===== src/rtl/dcache_tag_arbiter_if.sv =====
// Bundle of all request/response and tag-array signals around dcache_tag_arbiter.
// slave is the arbiter side; master is the requesters plus the tag array.
interface dcache_tag_arbiter_if #(
    parameter int unsigned DATA_WIDTH = 38,
    parameter int unsigned ADDR_WIDTH = 9,
    parameter int unsigned WAY_NUM    = 4
) ();
    logic                  init_done;

    logic                  ld_req_valid;
    logic [ADDR_WIDTH-1:0] ld_req_idx;
    logic [WAY_NUM-1:0]    ld_req_way;
    logic                  ld_req_ready;
    logic                  ld_resp_valid;
    logic [DATA_WIDTH-1:0] ld_resp_data;

    logic                  st_req_valid;
    logic [ADDR_WIDTH-1:0] st_req_idx;
    logic [WAY_NUM-1:0]    st_req_way;
    logic                  st_req_ready;
    logic                  st_resp_valid;
    logic [DATA_WIDTH-1:0] st_resp_data;

    logic                  rf_req_valid;
    logic [ADDR_WIDTH-1:0] rf_req_idx;
    logic [WAY_NUM-1:0]    rf_req_way;
    logic [DATA_WIDTH-1:0] rf_req_data;
    logic                  rf_req_ready;

    logic                  tag_rd_en;
    logic [WAY_NUM-1:0]    tag_rd_way;
    logic [ADDR_WIDTH-1:0] tag_rd_idx;
    logic [DATA_WIDTH-1:0] tag_rd_data;
    logic                  tag_wr_en;
    logic [WAY_NUM-1:0]    tag_wr_way;
    logic [ADDR_WIDTH-1:0] tag_wr_idx;
    logic [DATA_WIDTH-1:0] tag_wr_data;

    modport slave (
        output init_done,
        input  ld_req_valid, ld_req_idx, ld_req_way,
        output ld_req_ready, ld_resp_valid, ld_resp_data,
        input  st_req_valid, st_req_idx, st_req_way,
        output st_req_ready, st_resp_valid, st_resp_data,
        input  rf_req_valid, rf_req_idx, rf_req_way, rf_req_data,
        output rf_req_ready,
        output tag_rd_en, tag_rd_way, tag_rd_idx,
        input  tag_rd_data,
        output tag_wr_en, tag_wr_way, tag_wr_idx, tag_wr_data
    );

    modport master (
        input  init_done,
        output ld_req_valid, ld_req_idx, ld_req_way,
        input  ld_req_ready, ld_resp_valid, ld_resp_data,
        output st_req_valid, st_req_idx, st_req_way,
        input  st_req_ready, st_resp_valid, st_resp_data,
        output rf_req_valid, rf_req_idx, rf_req_way, rf_req_data,
        input  rf_req_ready,
        input  tag_rd_en, tag_rd_way, tag_rd_idx,
        output tag_rd_data,
        input  tag_wr_en, tag_wr_way, tag_wr_idx, tag_wr_data
    );
endinterface


===== src/rtl/dcache_tag_arbiter.sv =====
// Single-port dcache tag-array scheduler: post-reset invalidation sweep, then
// per-cycle arbitration of refill writes, store reads and load reads.
module dcache_tag_arbiter #(
    parameter int unsigned DATA_WIDTH   = 38,
    parameter int unsigned ADDR_WIDTH   = 9,
    parameter int unsigned WAY_NUM      = 4,
    parameter int unsigned STARVE_LIMIT = 4
) (
    input logic                clock,
    input logic                reset,
    dcache_tag_arbiter_if.slave bus
);
    localparam int unsigned SW = $clog2(STARVE_LIMIT + 1);

    typedef enum logic {StInit, StRun} state_e;

    state_e                state_q;
    logic [ADDR_WIDTH-1:0] sweep_q;
    logic [SW-1:0]         starve_q;
    logic                  rd_issued_q;
    logic                  owner_st_q;

    logic run, init, st_prio, st_hi, rf_gnt, ld_gnt, st_gnt, rd_gnt;

    // Gating with reset keeps every output quiet while reset is held.
    assign run     = (state_q == StRun) && !reset;
    assign init    = (state_q == StInit) && !reset;
    assign st_prio = starve_q >= SW'(STARVE_LIMIT);
    assign rf_gnt  = run && bus.rf_req_valid;
    assign st_hi   = run && !bus.rf_req_valid && bus.st_req_valid && st_prio;
    assign ld_gnt  = run && !bus.rf_req_valid && !st_hi && bus.ld_req_valid;
    assign st_gnt  = st_hi || (run && !bus.rf_req_valid && !bus.ld_req_valid && bus.st_req_valid);
    assign rd_gnt  = ld_gnt || st_gnt;

    always_comb begin
        bus.init_done    = (state_q == StRun) && !reset;
        bus.rf_req_ready = rf_gnt;
        bus.ld_req_ready = ld_gnt;
        bus.st_req_ready = st_gnt;

        bus.tag_wr_en   = init || rf_gnt;
        bus.tag_wr_way  = init ? {WAY_NUM{1'b1}} : bus.rf_req_way;
        bus.tag_wr_idx  = init ? sweep_q : bus.rf_req_idx;
        bus.tag_wr_data = init ? {DATA_WIDTH{1'b0}} : bus.rf_req_data;

        bus.tag_rd_en  = rd_gnt;
        bus.tag_rd_idx = st_gnt ? bus.st_req_idx : bus.ld_req_idx;
        bus.tag_rd_way = st_gnt ? bus.st_req_way : bus.ld_req_way;

        bus.ld_resp_valid = rd_issued_q && !owner_st_q && !reset;
        bus.st_resp_valid = rd_issued_q && owner_st_q && !reset;
        bus.ld_resp_data  = bus.tag_rd_data;
        bus.st_resp_data  = bus.tag_rd_data;
    end

    always_ff @(posedge clock) begin
        if (reset) begin
            state_q     <= StInit;
            sweep_q     <= '0;
            starve_q    <= '0;
            rd_issued_q <= 1'b0;
            owner_st_q  <= 1'b0;
        end else begin
            case (state_q)
                StInit: begin
                    sweep_q <= sweep_q + 1'b1;
                    if (sweep_q == {ADDR_WIDTH{1'b1}}) state_q <= StRun;
                end
                default: state_q <= StRun;
            endcase

            rd_issued_q <= rd_gnt;
            owner_st_q  <= st_gnt;

            if (st_gnt) begin
                starve_q <= '0;
            end else if (bus.st_req_valid && !st_prio) begin
                starve_q <= starve_q + 1'b1;
            end
        end
    end
endmodule


===== src/flat_wrapper.sv =====
// flat-port wrapper written by rule: the top's interface ports become plain ports
module dcache_tag_arbiter_flat 
#(
    parameter int unsigned DATA_WIDTH   = 38,
    parameter int unsigned ADDR_WIDTH   = 9,
    parameter int unsigned WAY_NUM      = 4,
    parameter int unsigned STARVE_LIMIT = 4
)
  (clock, reset, bus_init_done, bus_ld_req_valid, bus_ld_req_idx, bus_ld_req_way, bus_ld_req_ready, bus_ld_resp_valid, bus_ld_resp_data, bus_st_req_valid, bus_st_req_idx, bus_st_req_way, bus_st_req_ready, bus_st_resp_valid, bus_st_resp_data, bus_rf_req_valid, bus_rf_req_idx, bus_rf_req_way, bus_rf_req_data, bus_rf_req_ready, bus_tag_rd_en, bus_tag_rd_way, bus_tag_rd_idx, bus_tag_rd_data, bus_tag_wr_en, bus_tag_wr_way, bus_tag_wr_idx, bus_tag_wr_data);
  dcache_tag_arbiter_if #(.DATA_WIDTH(DATA_WIDTH), .ADDR_WIDTH(ADDR_WIDTH), .WAY_NUM(WAY_NUM)) bus_i ();
  input logic clock;
  input logic reset;
  output wire logic [$bits(bus_i.init_done)-1:0] bus_init_done;
  input wire logic [$bits(bus_i.ld_req_valid)-1:0] bus_ld_req_valid;
  input wire logic [$bits(bus_i.ld_req_idx)-1:0] bus_ld_req_idx;
  input wire logic [$bits(bus_i.ld_req_way)-1:0] bus_ld_req_way;
  output wire logic [$bits(bus_i.ld_req_ready)-1:0] bus_ld_req_ready;
  output wire logic [$bits(bus_i.ld_resp_valid)-1:0] bus_ld_resp_valid;
  output wire logic [$bits(bus_i.ld_resp_data)-1:0] bus_ld_resp_data;
  input wire logic [$bits(bus_i.st_req_valid)-1:0] bus_st_req_valid;
  input wire logic [$bits(bus_i.st_req_idx)-1:0] bus_st_req_idx;
  input wire logic [$bits(bus_i.st_req_way)-1:0] bus_st_req_way;
  output wire logic [$bits(bus_i.st_req_ready)-1:0] bus_st_req_ready;
  output wire logic [$bits(bus_i.st_resp_valid)-1:0] bus_st_resp_valid;
  output wire logic [$bits(bus_i.st_resp_data)-1:0] bus_st_resp_data;
  input wire logic [$bits(bus_i.rf_req_valid)-1:0] bus_rf_req_valid;
  input wire logic [$bits(bus_i.rf_req_idx)-1:0] bus_rf_req_idx;
  input wire logic [$bits(bus_i.rf_req_way)-1:0] bus_rf_req_way;
  input wire logic [$bits(bus_i.rf_req_data)-1:0] bus_rf_req_data;
  output wire logic [$bits(bus_i.rf_req_ready)-1:0] bus_rf_req_ready;
  output wire logic [$bits(bus_i.tag_rd_en)-1:0] bus_tag_rd_en;
  output wire logic [$bits(bus_i.tag_rd_way)-1:0] bus_tag_rd_way;
  output wire logic [$bits(bus_i.tag_rd_idx)-1:0] bus_tag_rd_idx;
  input wire logic [$bits(bus_i.tag_rd_data)-1:0] bus_tag_rd_data;
  output wire logic [$bits(bus_i.tag_wr_en)-1:0] bus_tag_wr_en;
  output wire logic [$bits(bus_i.tag_wr_way)-1:0] bus_tag_wr_way;
  output wire logic [$bits(bus_i.tag_wr_idx)-1:0] bus_tag_wr_idx;
  output wire logic [$bits(bus_i.tag_wr_data)-1:0] bus_tag_wr_data;
  assign bus_init_done = bus_i.init_done;
  assign bus_i.ld_req_valid = bus_ld_req_valid;
  assign bus_i.ld_req_idx = bus_ld_req_idx;
  assign bus_i.ld_req_way = bus_ld_req_way;
  assign bus_ld_req_ready = bus_i.ld_req_ready;
  assign bus_ld_resp_valid = bus_i.ld_resp_valid;
  assign bus_ld_resp_data = bus_i.ld_resp_data;
  assign bus_i.st_req_valid = bus_st_req_valid;
  assign bus_i.st_req_idx = bus_st_req_idx;
  assign bus_i.st_req_way = bus_st_req_way;
  assign bus_st_req_ready = bus_i.st_req_ready;
  assign bus_st_resp_valid = bus_i.st_resp_valid;
  assign bus_st_resp_data = bus_i.st_resp_data;
  assign bus_i.rf_req_valid = bus_rf_req_valid;
  assign bus_i.rf_req_idx = bus_rf_req_idx;
  assign bus_i.rf_req_way = bus_rf_req_way;
  assign bus_i.rf_req_data = bus_rf_req_data;
  assign bus_rf_req_ready = bus_i.rf_req_ready;
  assign bus_tag_rd_en = bus_i.tag_rd_en;
  assign bus_tag_rd_way = bus_i.tag_rd_way;
  assign bus_tag_rd_idx = bus_i.tag_rd_idx;
  assign bus_i.tag_rd_data = bus_tag_rd_data;
  assign bus_tag_wr_en = bus_i.tag_wr_en;
  assign bus_tag_wr_way = bus_i.tag_wr_way;
  assign bus_tag_wr_idx = bus_i.tag_wr_idx;
  assign bus_tag_wr_data = bus_i.tag_wr_data;
  dcache_tag_arbiter #(.DATA_WIDTH(DATA_WIDTH), .ADDR_WIDTH(ADDR_WIDTH), .WAY_NUM(WAY_NUM), .STARVE_LIMIT(STARVE_LIMIT)) u_core (.clock(clock), .reset(reset), .bus(bus_i));
endmodule

===== config.mk =====
export PLATFORM = sky130hd
export DESIGN_NAME = dcache_tag_arbiter_flat
export DESIGN_NICKNAME = d
export VERILOG_FILES = /design/src/rtl/dcache_tag_arbiter_if.sv /design/src/rtl/dcache_tag_arbiter.sv /design/src/flat_wrapper.sv
export SDC_FILE = /design/constraint.sdc
export NUM_CORES = 1
export LEC_CHECK = 0
export ABC_AREA = 1
export BUFFER_PORTS_ARGS = -buffer_cell sky130_fd_sc_hd__buf_2
export CORE_AREA = 2 2 105 107
export DETAILED_ROUTE_END_ITERATION = 8
export DIE_AREA = 0 0 107 109
export PLACE_DENSITY_LB_ADDON = 0.25
export REMOVE_ABC_BUFFERS = 1
export SYNTH_ARGS = -nofsm -noshare
export SYNTH_HDL_FRONTEND = slang
export SYNTH_SLANG_ARGS = --single-unit

===== constraint.sdc =====
create_clock -name clock -period 3.9 [get_ports clock]
set_input_delay 0.195 -clock clock [delete_from_list [all_inputs] [get_ports clock]]
set_output_delay 0.195 -clock clock [all_outputs]
set_load 0.01 [all_outputs]

==> metrics.yaml, run 1 <==
status: "completed"
reg2reg_slack_ns: 2.50
hold_depth: 3
synth_area_leaders: "buf_4 32%, nand2_1 16%, dfxtp_1 16%"
grt_pass1_vias: 2109
tightestPinTransition_ns: 0.4788
crit_path_max_fanout: 48
layout_commonest_cell: "buf_2"
cp.arrival_ns: 1.62
critPathRequiredTime_ns: 3.70
crit_type: "flip-flop to output port"
finalHoldViolations: 0
crit_family: "buffers and inverters"
initial_core_util_pct: 17.82
muxShareOfSynthArea_pct: 0
area_growth_pct: 20.00
via_per_inst: 4.039
rsz0062_at_grt: "false"
hpwl_um: 10230
ys_seq_area_share_pct: 15.89
die-area_sq_um: 11660
finalNonFillerCells: 543
synth_top_area_share_pct: 31.79
grt_max_degree: 49
mostFrequentLayoutCells: "153 x buf_2, 81 x nand2_1, 54 x inv_1"
critPathBufInv: 2
slowest_stage: "buf_4"
cts_max_level: 1
syn_avg_cell_area_sq_um: 5.760
fin_nets: 526
power_w: 0.0004536
gr-total-overflow: 0
cts_hold_buf: 0
gp_congestion: 0.8601
cts_root_buf: "clkbuf_8"
yosys_warnings: 0
crit_end: "bus_tag_wr_idx[2]"
io_buffers: 153
ir_drop_mv: 0.08074
slew_headroom_pct: 68.08
synth_top_family_by_area: "buffers and inverters"
synth_xor_area_share_pct: 0.4636
fill_cells: 1274
fp.dieH_um: 109
synth_cell_types: 20
worstRegToRegCells: 8
crit_top_cell: "nand2_1"
timing.fmax_ghz: 0.5524
synth-simple-area-share_pct: 31.85
grt_usage_pct: 19.06
r2r_start: "u_core.sweep_q[0]"
synth_area_leader_cell: "buf_4"
post_drt_wl_per_cell_um: 21.25
grt_pass1_wl_um: 15240
core_sq_um: 10600
place_inst: 538
leakagePower_nw: 1.493
cts_resized: 0
crit_path_start_kind: "flip-flop"
setup_viol: 0
clockBufferDepth: 2
cp_num_cells: 5
r2r-end: "u_core.sweep_q[8]"
drt-pass1-iter-count: 4
regArea_sq_um: 300.3
finalCriticalPeriod_ns: 1.810
hold_class: "input port to flip-flop"
grt_busiest_layer: "met2"
final_area_sq_um: 2267
finalCritPeriodShare_pct: 46.42
cts_sinks: 15
p_per_area_nw_per_um2: 200.1
synth_seq_cells: 15
die_w_um: 107
maxSlewViolCount: 0
cp_slowest_stage_delay_ns: 0.42
cts_setup_buffers: 0
clkTransAtPathRegs_ns: 0.07
cts_buffers: 3
num_vias: 2193
drc: 0
cts_tree: "done"
cp-end-kind: "output port"
rows: 38
met2_usage_pct: 28.71
dpl_cell_area_sq_um: 2218
drt_iter0_drc: 104
syn-cell-area_sq_um: 1889
preCtsSetupSlack_ns: 2.339
grt_use_met1_pct: 20.80
synth-adder-area-share_pct: 1.987
clock_skew_ns: 0.0009795
setup-tns-final_ns: 0
antenna_found_initial: 0
setup_ws_ns: 2.090
max-cap-violations: 0
path_cells: "nor2_4, buf_4, nand2_1, nand2_1, buf_2"
multiInputGateArea_sq_um: 750.7
crit_path_start: "u_core.state_q"
drive_gt1_share_pct: 42.04
drtAntennaViolNets: 0
clk_latency_ns: 0.25
synth_compound_area_share_pct: 5.033
syn_inst: 328
pin_count: 268
finalWirelength_um: 11540
grt.met3_usage_pct: 15.42
-- worst min-delay path by stage --
stage | start | endpoint | slack [ns]
after detailed placement | bus_tag_rd_data[10] | bus_ld_resp_data[10] | 0.39
after global placement | bus_tag_rd_data[10] | bus_ld_resp_data[10] | 0.39
final | bus_st_req_valid | u_core.starve_q[1] | 0.26
after CTS | bus_st_req_valid | u_core.starve_q[2] | 0.25
after global routing | bus_st_req_valid | u_core.starve_q[1] | 0.29
after floorplan | reset | u_core.sweep_q[5] | 0.27
-- layout make-up --
class / count / area share (%)
clock inverters: 1 / 0.2208
clock buffers: 3 / 1.821
inverters: 57 / 9.658
well taps: 140 / 7.726
multi-input cells: 172 / 33.11
diodes: 1 / 0.1104
flip-flops and latches: 15 / 13.25
repair buffers: 154 / 34.11
-- cell families after synthesis --
kind of cell,Yosys count
AO/OA/AOI/OAI,19
XOR/XNOR,1
adder cells (fa/ha/maj),3
buffers and inverters,141
flip-flops,15
AND/OR/NAND/NOR,149
-- worst register-to-register path: stages (launching register included) --
cell,delay [ns]
dfxtp_1,0.38
ha_1,0.19
nand2_1,0.08
inv_1,0.09
nand3_1,0.08
nor2_1,0.10
ha_1,0.23
nand2_1,0.06
o21ai_0,0.08
-- power by group --
| group | internal [W] | switching (W) |
|---|---|---|
| clock network | 0.0000709 | 0.0000602 |
| logic | 0.0000726 | 0.0000878 |
| registers | 0.000158 | 0.00000401 |
-- registers in the layout, indices dropped and copies added (netlist names) --
name and count:
u_core.owner_st_q 1, u_core.rd_issued_q 1, u_core.starve_q 3, u_core.state_q 1, u_core.sweep_q 9
-- cells in the mapped netlist --
master   instances
o21ai_1          2
nand2_4          2
o21ai_0         11
nand2_1         81
xor2_1           1
buf_2            3
buf_4           80
dfxtp_1         15
inv_2            1
nand3_1          4
or2_2            4
nand4_1          1
buf_6            1
nor2_4           1
nor3_1           2
inv_4            2
inv_1           54
a21oi_1          6
nor2_1          54
ha_1             3
-- through the flow --
stage	utilization, %	hold slack, ns
2_1_floorplan	-	0.2665
3_3_place_gp	20.92	0.3901
3_5_place_dp	20.92	0.3901
4_1_cts	21.36	0.2515
5_1_grt	21.36	0.2902
6_report	21.38	0.2569
-- metal layers --
metal  share of wire [%]  vias up
met3                  19       11
met5                0.40        -
li1                    -     1023
met2                  40      253
met1                  40      904
met4                0.49        2
(Power assumes the default switching activity.)
==> run 2: changes to the inputs <==
==> constraint.sdc (replaced) <==
create_clock -name clock -period 1.8 [get_ports clock]
set_input_delay 0.09 -clock clock [delete_from_list [all_inputs] [get_ports clock]]
set_output_delay 0.09 -clock clock [all_outputs]
set_load 0.01 [all_outputs]
==> run 2 against run 1 <==
Global-route usage increased by 0.15 points. Sequential cell count unchanged. Sequential power increased by 120%. Critical path type unchanged. Largest cell class unchanged. Highest routed layer unchanged.
==> metrics.yaml, run 2 (synthesis results as in run 1) <==
status: "completed"
ir_drop_mv: 0.1526  # +89%
area_growth_pct: 20.53
maxSlewViolCount: 0  # unchanged
slowest_stage: "dfxtp_1"
grt_max_degree: 47  # -4.1%
p_per_area_nw_per_um2: 431.9  # +120%
finalCritPeriodShare_pct: 86.87
fp.dieH_um: 109  # unchanged
largest_register_ff_count: 9  # unchanged
clockBufferDepth: 2  # unchanged
rows: 38  # unchanged
cts_max_level: 1  # unchanged
hold_class: "input port to flip-flop"
slew_headroom_pct: 80.79  # +13 points
finalCriticalPeriod_ns: 1.564
timing.fmax_ghz: 0.6396
cts_setup_buffers: 0  # unchanged
core_sq_um: 10600  # unchanged
regArea_sq_um: 301.5  # +0.42%
fin_nets: 526  # unchanged
max-cap-violations: 0  # unchanged
tightestPinTransition_ns: 0.2852  # -0.1936 ns
post_drt_wl_per_cell_um: 21.20  # -0.22%
setup_viol: 0  # unchanged
layout_commonest_cell: "buf_2"
setup_ws_ns: 0.2364  # -1.853 ns
grt_pass1_vias: 2067  # -2.0%
finalWirelength_um: 11490  # -0.41%
crit_family: "buffers and inverters"
num_vias: 2195  # +0.091%
cp_slowest_stage_delay_ns: 0.33  # -0.09 ns
die-area_sq_um: 11660  # unchanged
rsz0062_at_grt: "false"
path_cells: "inv_1, a21oi_1, nand2_4, inv_4, nand2_1, nand2_1, buf_2"
die_w_um: 107  # unchanged
power_w: 0.0009836  # +120%
fill_cells: 1275  # +0.078%
antennaDiodeCount: 0  # -1
critPathRequiredTime_ns: 1.71  # -1.99 ns
grt_usage_pct: 19.20  # +0.15 points
cts_tree: "done"
cp.arrival_ns: 1.47  # -0.15 ns
setup-tns-final_ns: 0  # unchanged
via_per_inst: 4.050  # +0.28%
gp_congestion: 0.8519  # -0.95%
io_buffers: 153  # unchanged
clkTransAtPathRegs_ns: 0.06  # about the same
drt_iter0_drc: 107  # +2.9%
grt_pass1_wl_um: 15230  # about the same
crit_top_cell: "nand2_1"
crit_path_start_kind: "flip-flop"
top_register: "u_core.sweep_q"
min-delay-start: "bus_st_req_valid"
crit_type: "flip-flop to output port"
clock_skew_ns: 0.001470  # +0.0004908 ns
hpwl_um: 10200  # -0.27%
drt-pass1-iter-count: 4  # unchanged
critPathBufInv: 3  # +1
pin_count: 268  # unchanged
cts_root_buf: "clkbuf_8"
finalHoldViolations: 0  # unchanged
preCtsSetupSlack_ns: 0.4143  # -1.924 ns
antenna_found_initial: 0  # unchanged
initial_core_util_pct: 17.82  # unchanged
multiInputGateArea_sq_um: 750.7  # unchanged
drtAntennaViolNets: 0  # unchanged
r2r_start: "u_core.sweep_q[0]"
cp-end-kind: "output port"
crit_path_max_fanout: 18  # -63%
drc: 0  # unchanged
crit_path_start: "u_core.starve_q[2]"
mostFrequentLayoutCells: "153 x buf_2, 81 x nand2_1, 54 x inv_1"
largestRegisters: "u_core.sweep_q x9, u_core.starve_q x3"
leakagePower_nw: 1.495  # +0.16%
cts_hold_buf: 0  # unchanged
clk_latency_ns: 0.25  # about the same
gr-total-overflow: 0  # unchanged
cts_sinks: 15  # unchanged
cts_buffers: 3  # unchanged
drive_gt1_share_pct: 42.04  # unchanged
run 2: cell type report:
class	instances	share of cell area [%]
sequential	15	13.24
clock buffer	4	1.978
tap	140	7.692
inverter	57	9.615
timing repair buffer	154	34.51
multi-input combinational	172	32.97
run 2: per-stage QoR:
step	instances	hold WS, ns	instance area [sq um]	util, %
after floorplan	244	0.1615	1262	-
after global placement	538	0.1801	2231	21.04
after detailed placement	538	0.1801	2231	21.04
after CTS	542	0.1429	2276	21.47
after global routing	542	0.1509	2277	21.48
final	542	0.1393	2277	21.48
run 2: final timing paths:
check / endpoint / slack [ns] / cells after the start
max: bus_tag_rd_idx[3] / 0.24 / 7
min: u_core.starve_q[2] / 0.14 / 3
max reg2reg: u_core.sweep_q[8] / 0.41 / 8
min reg2reg: u_core.starve_q[1] / 0.47 / 2
run 2: timing repair:
item,in CTS,in global routing
gates resized for setup,0,1
hold endpoints to repair,0,0
setup endpoints to repair,0,4
run 2: power by group:
part / leakage [nW] / switching [W] / internal, W
clock: 0.0228 / 0.000124 / 0.000157
sequential: 0.122 / 0.00000852 / 0.000343
combinational: 1.35 / 0.000192 / 0.000160
total: 1.49 / 0.000324 / 0.000660
run 2: metal layers:
layer	share of wire, %	vias up	global-route usage (%)
met1	35	898	18.96
met3	24	9	19.61
li1	-	1023	-
met2	39	263	28.16
met5	0.46	-	7.143
met4	1.1	2	3.432
run 2: worst register-to-register path, cell delays in order (launching register included):
cell,delay (ns)
dfxtp_1,0.38
ha_1,0.19
nand2_1,0.07
inv_1,0.09
nand3_1,0.09
nor2_1,0.11
ha_1,0.23
nand2_1,0.06
o21ai_0,0.07
